**src/rtl/snn_pkg.sv**
```systemverilog
// Shared types and helpers for the SNN spike encoder/decoder pair.
//   sample_t     : signed 32-bit ECG sample
//   SAMPLE_MAX/MIN: clamp limits of sample_t
//   sat_add()    : saturating add of a 34-bit signed step to a sample
//   spike_dir_e  : decoded spike direction of one clock cycle
package snn_pkg;

  typedef logic signed [31:0] sample_t;

  localparam sample_t SAMPLE_MAX = 32'sh7FFF_FFFF;
  localparam sample_t SAMPLE_MIN = 32'sh8000_0000;

  typedef enum logic [1:0] {
    NONE = 2'd0,
    UP   = 2'd1,
    DOWN = 2'd2,
    BOTH = 2'd3
  } spike_dir_e;

  // The sum is formed at 34 bits so that neither a full 32-bit unsigned
  // step nor its negation can wrap before the clamp is applied.
  function automatic sample_t sat_add(sample_t a, logic signed [33:0] b);
    logic signed [33:0] a_ext;
    logic signed [33:0] sum;
    logic signed [33:0] max_ext;
    logic signed [33:0] min_ext;
    a_ext   = {{2{a[31]}}, a};
    max_ext = {2'b00, SAMPLE_MAX};
    min_ext = {2'b11, SAMPLE_MIN};
    sum     = a_ext + b;
    if (sum > max_ext) begin
      return SAMPLE_MAX;
    end else if (sum < min_ext) begin
      return SAMPLE_MIN;
    end
    return sum[31:0];
  endfunction

endpackage

```
**src/rtl/sample_tick.sv**
```systemverilog
// Sample-window tick generator, shared by the spike encoder and decoder.
//   clk_i  : system clock
//   rst_i  : asynchronous active-low reset
//   tick_o : high for one cycle, on the last cycle of every CLK_DIV window
module sample_tick #(
  parameter int unsigned CLK_DIV = 1200000
) (
  input  logic clk_i,
  input  logic rst_i,
  output logic tick_o
);

  localparam int unsigned DIV_W = $clog2(CLK_DIV);
  localparam logic [DIV_W-1:0] DIV_LAST = DIV_W'(CLK_DIV - 1);

  logic [DIV_W-1:0] div_cnt_q;
  logic [DIV_W-1:0] div_cnt_d;

  assign tick_o    = (div_cnt_q == DIV_LAST);
  assign div_cnt_d = tick_o ? '0 : div_cnt_q + 1'b1;

  // NOTE: state registers use non-blocking assignments so every flop
  // samples pre-edge values regardless of process evaluation order.
  always_ff @(posedge clk_i or negedge rst_i) begin
    if (!rst_i) begin
      div_cnt_q <= '0;
    end else begin
      div_cnt_q <= div_cnt_d;
    end
  end

endmodule

```
**src/rtl/spike_decoder.sv**
```systemverilog
// Reconstructs a signed ECG sample stream from an up/down spike train.
// Each spike adds/subtracts the window's latched delta (saturating); at
// every window boundary the sample and the window's spike counts are
// offered on a valid/ready output.
//   clk_i, rst_i           : clock, asynchronous active-low reset
//   up_spike_i, dn_spike_i : one-cycle spike pulses
//   delta_i                : unsigned step, latched at each window start
//   ecg_o, up_cnt_o, dn_cnt_o, valid_o / ready_i : sample output handshake
//   conflict_o             : pulse, both spikes seen in one cycle
//   overrun_o              : sticky, a window sample was dropped
module spike_decoder
  import snn_pkg::*;
#(
  parameter int unsigned CLK_DIV    = 1200000,
  parameter sample_t     INIT_VALUE = '0,
  parameter int unsigned CNT_W      = 8
) (
  input  logic             clk_i,
  input  logic             rst_i,
  input  logic             up_spike_i,
  input  logic             dn_spike_i,
  input  logic [31:0]      delta_i,
  output logic [31:0]      ecg_o,
  output logic [CNT_W-1:0] up_cnt_o,
  output logic [CNT_W-1:0] dn_cnt_o,
  output logic             valid_o,
  input  logic             ready_i,
  output logic             conflict_o,
  output logic             overrun_o
);

  localparam logic [CNT_W-1:0] CNT_MAX = '1;

  logic tick;

  sample_tick #(.CLK_DIV(CLK_DIV)) u_tick (
    .clk_i  (clk_i),
    .rst_i  (rst_i),
    .tick_o (tick)
  );

  sample_t          recon_q, recon_d;
  logic [CNT_W-1:0] up_q, up_d;
  logic [CNT_W-1:0] dn_q, dn_d;
  logic [31:0]      delta_r_q;
  logic             first_q;
  logic             conflict_d;
  logic [31:0]      delta_eff;
  logic signed [33:0] step;
  spike_dir_e       dir;

  // The first clock after reset opens a window, so it uses delta_i directly
  // while delta_r is being loaded.
  assign delta_eff = first_q ? delta_i : delta_r_q;
  assign step      = {2'b00, delta_eff};
  assign dir       = spike_dir_e'({dn_spike_i, up_spike_i});

  // NOTE: every always_comb output is defaulted first so no path leaves it
  // unassigned, which would otherwise infer a latch.
  always_comb begin
    recon_d    = recon_q;
    up_d       = up_q;
    dn_d       = dn_q;
    conflict_d = 1'b0;
    unique case (dir)
      UP: begin
        recon_d = sat_add(recon_q, step);
        if (up_q != CNT_MAX) up_d = up_q + 1'b1;
      end
      DOWN: begin
        recon_d = sat_add(recon_q, -step);
        if (dn_q != CNT_MAX) dn_d = dn_q + 1'b1;
      end
      BOTH:    conflict_d = 1'b1;
      default: ;
    endcase
  end

  always_ff @(posedge clk_i or negedge rst_i) begin
    if (!rst_i) begin
      recon_q    <= INIT_VALUE;
      up_q       <= '0;
      dn_q       <= '0;
      delta_r_q  <= '0;
      first_q    <= 1'b1;
      ecg_o      <= '0;
      up_cnt_o   <= '0;
      dn_cnt_o   <= '0;
      valid_o    <= 1'b0;
      conflict_o <= 1'b0;
      overrun_o  <= 1'b0;
    end else begin
      first_q    <= 1'b0;
      recon_q    <= recon_d;
      conflict_o <= conflict_d;
      // Tick-cycle spikes are already folded into up_d/dn_d/recon_d, so the
      // snapshot below includes them before the counters restart.
      up_q       <= tick ? '0 : up_d;
      dn_q       <= tick ? '0 : dn_d;
      if (first_q || tick) delta_r_q <= delta_i;

      if (tick) begin
        if (!valid_o || ready_i) begin
          ecg_o    <= recon_d;
          up_cnt_o <= up_d;
          dn_cnt_o <= dn_d;
          valid_o  <= 1'b1;
        end else begin
          overrun_o <= 1'b1;
        end
      end else if (valid_o && ready_i) begin
        valid_o <= 1'b0;
      end
    end
  end

endmodule

```
**config.mk**
```make
export PLATFORM = sky130hd
export DESIGN_NAME = spike_decoder
export DESIGN_NICKNAME = d
export VERILOG_FILES = /design/src/rtl/snn_pkg.sv /design/src/rtl/sample_tick.sv /design/src/rtl/spike_decoder.sv
export SDC_FILE = /design/constraint.sdc
export NUM_CORES = 1
export LEC_CHECK = 0
export BUFFER_PORTS_ARGS = -buffer_cell sky130_fd_sc_hd__buf_4
export CORE_AREA = 2 2 169 171
export CTS_CLUSTER_SIZE = 40
export DETAILED_ROUTE_END_ITERATION = 16
export DIE_AREA = 0 0 171 173
export PLACE_DENSITY_LB_ADDON = 0.1
export SYNTH_ARGS = -nofsm -noshare
export SYNTH_HDL_FRONTEND = slang
export SYNTH_SLANG_ARGS = --single-unit
```
**constraint.sdc**
```tcl
create_clock -name clk_i -period 5.46 [get_ports clk_i]
set_input_delay 1.092 -clock clk_i [delete_from_list [all_inputs] [get_ports clk_i]]
set_output_delay 1.092 -clock clk_i [all_outputs]
set_load 0.05 [all_outputs]
```
==> summary.md, run 1 <==
| Metric | Value |
|---|---|
| Max Clk Rate | `202 MHz` |
| Slowest library cell on the worst path | `dfstp_4` |
| Area grow syn2layout | `16.8%` |
| Grt ovf | `0` |
| Worst path depth | `16` |
| Setup Skew | `0.0147 ns` |
| Synth area leader | `dfrtp_1` |
| Site Rows | `61` |
| First-pass GRT wire length | `53100 um` |
| Via count | `9623` |
| Worst-skew pair later-pin latency | `0.45 ns` |
| Setup TNS | `0 ns` |
| Critical path required time | `5.79 ns` |
| Worst Setup End Kind | `register` |
| CP Max Fanout | `25` |
| Slew @ Worst Pin | `1.08 ns` |
| Total of max-cap violations | `0` |
| GRT Total Usage | `0.231` |
| Worst Setup Path Type | `register to register` |
| Most frequent cell after synthesis | `dfrtp_1` |
| Clock Pin Slew Worst Setup and Hold Paths | `0.07 ns` |
| Fill cells | `2761` |
| Power Density | `486 nW/um^2` |
| Nets | `1440` |
| Critical Path Max Stage Delay | `0.90 ns` |
| Outcome | `finished, final reports clean` |
| CP Buf/Inv Count | `2` |
| Worst r2r dst | `ecg_o[30]` |
| Top post-synthesis cells by area | `dfrtp_1 35%, ha_1 8.4%, mux2_2 5.4%` |
| Die Footprint | `29600 um^2` |
| DR iter-0 viols | `733` |
| Most frequent cells after synthesis | `152 x dfrtp_1, 108 x nand2_1, 101 x nor2_1, 93 x a21oi_1, 82 x inv_1` |
| Crit path max-delay family | `compound AO/OA/AOI/OAI gates` |
| Final period util | `0.905` |
| Drt wl/cell | `19.5 um` |
| Die Y | `173 um` |
| Max clock buf depth | `2` |
| Via density | `5.60` |
| Syn Nets | `1346` |
| Final WS setup | `0.516 ns` |
| GP Congestion | `0.922` |
| Root Driver | `clkbuf_16` |
| Initial antenna violation count | `0` |
| Die Wd | `171 um` |
| Final wirelength | `33500 um` |
| Critical Path Sink | `ecg_o[30]` |
| CTS Buf Count | `17` |
| CTS H-tree depth | `4` |
| Yosys top cell area share | `0.348` |
| Number of remaining DRC errors | `0` |
| Min Clock Period, post-route | `4.94 ns` |
| Critical path origin | `first_q` |
| Final setup fails | `0` |
| Mean post-synth cell area | `8.86 um^2` |
| Routed Antenna Nets | `0` |
| Post-Syn Instances | `1234` |
| Synth unique cells | `83` |
| VDD IR max | `174 uV` |
| Post-CTS Hold Buffers | `0` |
| Top_reg_cell synth | `dfrtp_1` |
| Fraction of layout cells with a size suffix above 1 | `0.177` |
| WP data arrival | `5.27 ns` |
| Vias in the first global route | `9386` |
| RSZ-0062 raised after global routing | `no` |
| Startpoint types | `register` |
| Headroom to the max-slew limit | `0.283` |
| #FFs+latches synth | `153` |
| Hold/Removal Path Class | `register to register` |
| Pin count of the biggest net entering global routing | `154` |
| Max Slew Vio Count | `0` |
| Reg-to-reg startpoint | `first_q` |
| Hpwl dp | `24500 um` |
| TritonRoute pass-1 iters | `6` |
| R2r worst-path depth | `16` |
| Static leakage | `0.00598 uW` |
| Hold_ws | `0.465 ns` |
| Post-synthesis sequential area ratio | `0.350` |
| Post-synth ARST share | `1.00` |
| Clk sinks | `153` |
| Design Power | `6200 uW` |
| Core Region | `27600 um^2` |
| Final Hold Viols | `0` |
| Post-Syn Area | `10900 um^2` |
| CP Cell Sequence | `mux2_2 > ha_1 > inv_1 > fa_1 > o21ba_2 > o2111ai_1 > o2111a_1 > o311a_1 > o2111a_1 > or3_1 > a311oi_2 > nand2b_1 > buf_4 > a21oi_1 > o32a_1 > mux2_2` |
| IO Count | `88` |
| Initial Util | `0.396` |
| Diodes inserted | `0` |
| CTS tree | `done` |
| Post-Place Worst Slack | `0.301 ns` |
| Worst R2R Setup Slack | `0.52 ns` |
| Port Buffers | `87` |
| Postcts setup bufs | `0` |
| Yosys warns | `0` |
| Post-synth EDFFs | `0` |
[cells by family after synthesis]
group | Yosys count | synth area share
AND/OR/NAND/NOR | 351 | 0.154
adder cells (fa/ha/maj) | 75 | 0.0872
XOR/XNOR | 65 | 0.0521
AO/OA/AOI/OAI | 358 | 0.217
flip-flops | 153 | 0.350
other | 1 | 0.000343
buffers and inverters | 142 | 0.0513
multiplexers | 89 | 0.0876
[layout make-up]
cell class / count / area, um^2 / area share
Sequential cell: 153 / 3830 / 0.300
Tap cell: 378 / 473 / 0.0370
Inverter: 83 / 312 / 0.0244
Clock buffer: 18 / 439 / 0.0344
Timing Repair Buffer: 134 / 1020 / 0.0801
Clock inverter: 14 / 129 / 0.0101
Multi-Input combinational cell: 939 / 6560 / 0.514
[timing repair]
item | CTS | global route
setup endpoints to repair | 0 | 9
gates resized for setup | 0 | 2
hold endpoints to repair | 0 | 0
[worst register-to-register path, cell delays in order, from the launching register on]
cell,delay [ns]
dfstp_4,0.90
mux2_2,0.42
ha_1,0.20
inv_1,0.07
fa_1,0.20
o21ba_2,0.17
o2111ai_1,0.20
o2111a_1,0.26
o311a_1,0.34
o2111a_1,0.27
or3_1,0.38
a311oi_2,0.35
nand2b_1,0.18
buf_4,0.22
a21oi_1,0.07
o32a_1,0.35
mux2_2,0.26
[registers in the layout, indices dropped and copies added, names as in the netlist, 8 cells and up]
register and count:
u_tick.div_cnt_q 21, dn_q 8, up_q 8, up_cnt_o 8
dn_cnt_o 8, delta_r_q 32, recon_q 32, ecg_o 32
[routing by layer]
metal  vias to the layer above  share of wire  GRT usage
li1                       4618              -          -
met1                      4677           0.48      0.341
met2                       294           0.46      0.357
met3                        34          0.053     0.0325
met4                         0          0.013     0.0516
met5                         -              0          0
[power by group]
group	leakage [uW]	internal (uW)	switching (uW)
Sequential	0.00196	1310	181
Clock	0.000284	614	559
Combinational	0.00373	1360	2180
Total	0.00598	3280	2920
[through the flow]
stage	instance area, um^2	util	cells
floorplan	10900	-	1234
global placement	12200	0.441	1687
detailed placement	12200	0.441	1687
CTS	12800	0.462	1719
global route	12800	0.462	1719
finish	12800	0.462	1719
[cells in the final DEF (no fill, tap or decap), types with 6 or more instances in the layout]
cell       instances
a221o_1            7
mux2_2            52
nand3_1           20
or3_1              7
xnor2_1           40
nand2b_1          21
nand2_1          108
a21o_1            24
ha_1              73
o32ai_1            6
a31oi_1           11
and2_1            12
a21oi_1           93
nor2b_1           12
dfrtp_1          152
nor2_1           100
nand4_1           14
o31ai_1           11
o221ai_1           8
a2bb2oi_1          6
o21ai_0           76
clkbuf_16         17
nor3_1            11
mux2i_1           36
o21ai_1            6
nor4_1            10
o211ai_1          15
buf_4            132
xor2_1            25
o21bai_1           8
and3_1            11
o21a_1            13
a211oi_1           7
inv_1             82
[worst min path at each step]
stage | startpoint | end | slack [ns] | cells past startpoint
2_1_floorplan | u_tick.div_cnt_q[4] | u_tick.div_cnt_q[4] | 0.44 | 1
3_3_place_gp | u_tick.div_cnt_q[4] | u_tick.div_cnt_q[4] | 0.46 | 1
3_5_place_dp | u_tick.div_cnt_q[4] | u_tick.div_cnt_q[4] | 0.46 | 1
4_1_cts | u_tick.div_cnt_q[4] | u_tick.div_cnt_q[4] | 0.47 | 1
5_1_grt | u_tick.div_cnt_q[4] | u_tick.div_cnt_q[4] | 0.50 | 1
6_report | u_tick.div_cnt_q[4] | u_tick.div_cnt_q[4] | 0.47 | 1
No activity file was read; power rests on OpenSTA's default activity.
==> run 2: changes to the inputs <==
CORE_AREA = 2 2 170 172   (was 2 2 169 171)
DIE_AREA = 0 0 172 174   (was 0 0 171 173)
SYNTH_HIERARCHICAL = 1   (was default)
==> summary.md, run 2 <==
| Metric | Value |
|---|---|
| Outcome | `finished, final reports clean` |
| WL met1 | `14600 um (-8.7%)` |
| Headroom to the max-slew limit | `0.228 (-0.0556)` |
| Max Clk Rate | `200 MHz (-1.2%)` |
| Post-synth ARST share | `1.00 (unchanged)` |
| Syn Nets | `1319 (-2.0%)` |
| CP Max Fanout | `20 (-20%)` |
| CTS Buf Count | `17 (unchanged)` |
| Area grow syn2layout | `17.8%` |
| Number of remaining DRC errors | `0 (unchanged)` |
| Most frequent cells after synthesis | `152 x dfrtp_1, 108 x nor2_1, 87 x a21oi_1, 73 x ha_1, 72 x nand2_1` |
| Die Y | `174 um (+0.58%)` |
| Final setup fails | `0 (unchanged)` |
| Pin count of the biggest net entering global routing | `81 (-47%)` |
| Mean post-synth cell area | `9.15 um^2 (+3.3%)` |
| Core Region | `28200 um^2 (+2.2%)` |
| CTS tree | `done` |
| Max Slew Vio Count | `0 (unchanged)` |
| Port Buffers | `87 (unchanged)` |
| IO Count | `88 (unchanged)` |
| Total of max-cap violations | `0 (unchanged)` |
| Worst Setup End Kind | `register` |
| Post-synth EDFFs | `0 (unchanged)` |
| Power Density | `532 nW/um^2 (+9.4%)` |
| Via count | `9287 (-3.5%)` |
| Worst Setup Path Type | `register to register` |
| DR iter-0 viols | `553 (-25%)` |
| Via density | `5.45 (-2.6%)` |
| Die Wd | `172 um (+0.58%)` |
| Initial Util | `0.391 (-0.00466)` |
| Top_reg_cell synth | `dfrtp_1` |
| Yosys warns | `6 (+6)` |
| Post-Syn Instances | `1207 (-2.2%)` |
| Clock Pin Slew Worst Setup and Hold Paths | `0.08 ns (about the same)` |
| Worst-skew pair later-pin latency | `0.46 ns (about the same)` |
| Setup TNS | `0 ns (unchanged)` |
| Met2 wire len | `14400 um (-5.7%)` |
| Critical path required time | `5.84 ns (+0.05 ns)` |
| Most frequent cell after synthesis | `dfrtp_1` |
| Final period util | `0.916 (+0.0109)` |
| GRT Total Usage | `0.216 (-0.0144)` |
| Synth unique cells | `81 (-2.4%)` |
| Routed Antenna Nets | `0 (unchanged)` |
| Commonest non-fill, non-tap cells in the layout | `152 x dfrtp_1, 134 x buf_4, 107 x nor2_1, 87 x a21oi_1, 73 x ha_1` |
| Fill cells | `2797 (+1.3%)` |
| Post-synthesis sequential area ratio | `0.347 (-0.00346)` |
| Setup Skew | `0.0223 ns (+0.00763 ns)` |
| Post-Syn Area | `11000 um^2 (+1.0%)` |
| GP Congestion | `0.917 (-0.52%)` |
| Highest metal used | `met4` |
| Hpwl dp | `23700 um (-3.4%)` |
| Startpoint types | `register` |
| First-pass GRT wire length | `50500 um (-4.9%)` |
| Drt wl/cell | `18.5 um (-5.3%)` |
| RSZ-0062 raised after global routing | `no` |
| Slew @ Worst Pin | `1.16 ns (+0.0806 ns)` |
| #FFs+latches synth | `153 (unchanged)` |
| Max clock buf depth | `2 (unchanged)` |
| Die Footprint | `29900 um^2 (+1.2%)` |
| Wire length on met3 | `1560 um (-13%)` |
| Top post-synthesis cells by area | `dfrtp_1 34%, ha_1 8.3%, mux2_2 6.6%` |
| WP data arrival | `5.38 ns (+0.11 ns)` |
| Synth area leader | `dfrtp_1` |
| Post-route design area | `13000 um^2 (+1.9%)` |
| Root Driver | `clkbuf_16` |
| TritonRoute pass-1 iters | `4 (-2)` |
| Fraction of layout cells with a size suffix above 1 | `0.210 (+0.0324)` |
| Min Clock Period, post-route | `5.00 ns (+0.0594 ns)` |
| Clk sinks | `153 (unchanged)` |
| Final Hold Viols | `0 (unchanged)` |
| CTS H-tree depth | `4 (unchanged)` |
| Diodes inserted | `0 (unchanged)` |
| Hold/Removal Path Class | `register to register` |
| Nets | `1419 (-1.5%)` |
| Hold_ws | `0.483 ns (+0.0181 ns)` |
| Site Rows | `62 (+1.6%)` |
| Most common library cell in the layout ignoring fill and taps | `dfrtp_1` |
| Vias in the first global route | `9327 (-0.63%)` |
| Placed cell areas | `12400 um^2 (+1.7%)` |
| VDD IR max | `273 uV (+57%)` |
| Static leakage | `0.00597 uW (-0.16%)` |
| Largest regs | `delta_r_q x32, ecg_o x32, recon_q x32` |
| Grt ovf | `0 (unchanged)` |
| Initial antenna violation count | `0 (unchanged)` |
| Final wirelength | `31500 um (-6.2%)` |
| Yosys top cell area share | `0.345 (-0.00343)` |
## run 2: layout make-up
cell class              instances  area, um^2  share of cell area
multi-input cells             924        6670               0.513
flip-flops and latches        153        3830               0.295
repair buffers                142        1160              0.0890
well taps                     384         480              0.0369
clock buffers                  18         429              0.0330
inverters                      69         259              0.0199
clock inverters                14         181              0.0139
## run 2: kinds of logic after synthesis
group,share of synthesized area
AND/OR/NAND/NOR,0.152
AO/OA/AOI/OAI,0.198
flip-flops,0.347
buffers and inverters,0.0505
multiplexers,0.0992
XOR/XNOR,0.0673
adder cells (fa/ha/maj),0.0864
other,0.000340
## run 2: per-layer routing
layer / track usage / vias up
li1: - / 4515
met1: 0.292 / 4487
met2: 0.342 / 231
met3: 0.0442 / 54
met4: 0.0816 / 0
met5: 0 / -
## run 2: critical path, cell delays in order, from the launching register on
cell,delay (ns)
dfstp_4,0.85
mux2_2,0.24
ha_1,0.15
inv_1,0.05
fa_1,0.42
a211oi_1,0.22
o21ai_1,0.19
o311ai_1,0.59
a31oi_1,0.28
nor2_1,0.28
o311ai_2,0.19
xnor2_1,0.20
o21ai_1,0.29
buf_4,0.22
o21ai_0,0.09
a41oi_1,0.44
mux2_2,0.24
## run 2: path summary, 6_finish.rpt
check	cells after the start	from	endpoint	slack, ns
worst max-delay path	16	first_q	ecg_o[19]	0.46
worst min register to register	1	u_tick/div_cnt_q[0]	u_tick/div_cnt_q[0]	0.48
worst min-delay path	1	u_tick/div_cnt_q[0]	u_tick/div_cnt_q[0]	0.48
min in group asynchronous	1	rst_i	delta_r_q[11]	0.66
max in group asynchronous	2	rst_i	ecg_o[1]	3.92
worst max register to register	16	first_q	ecg_o[19]	0.46
## run 2: what timing repair did
item | in CTS | in global routing
resized for setup | 0 | 1
setup buffers | 0 | 0
setup endpoints to repair | 0 | 19
hold buffers | 0 | 0
## run 2: stage by stage
| step | power, uW | utilization | setup slack [ns] | std cells |
|---|---|---|---|---|
| final | 6920 | 0.461 | 0.457 | 1704 |
| after global placement | 5630 | 0.439 | 0.295 | 1672 |
| after CTS | 6920 | 0.461 | 0.263 | 1704 |
| after floorplan | 4370 | - | 1.02 | 1207 |
| after detailed placement | 5610 | 0.439 | 0.231 | 1672 |
| after global routing | 7410 | 0.461 | 0.0946 | 1704 |
## run 2: power by group
group | internal [uW] | switching [uW] | leakage (uW) | total, uW
combinational | 1720 | 2430 | 0.00371 | 4150
clock | 697 | 569 | 0.000297 | 1270
sequential | 1320 | 183 | 0.00196 | 1500
total | 3740 | 3180 | 0.00597 | 6920
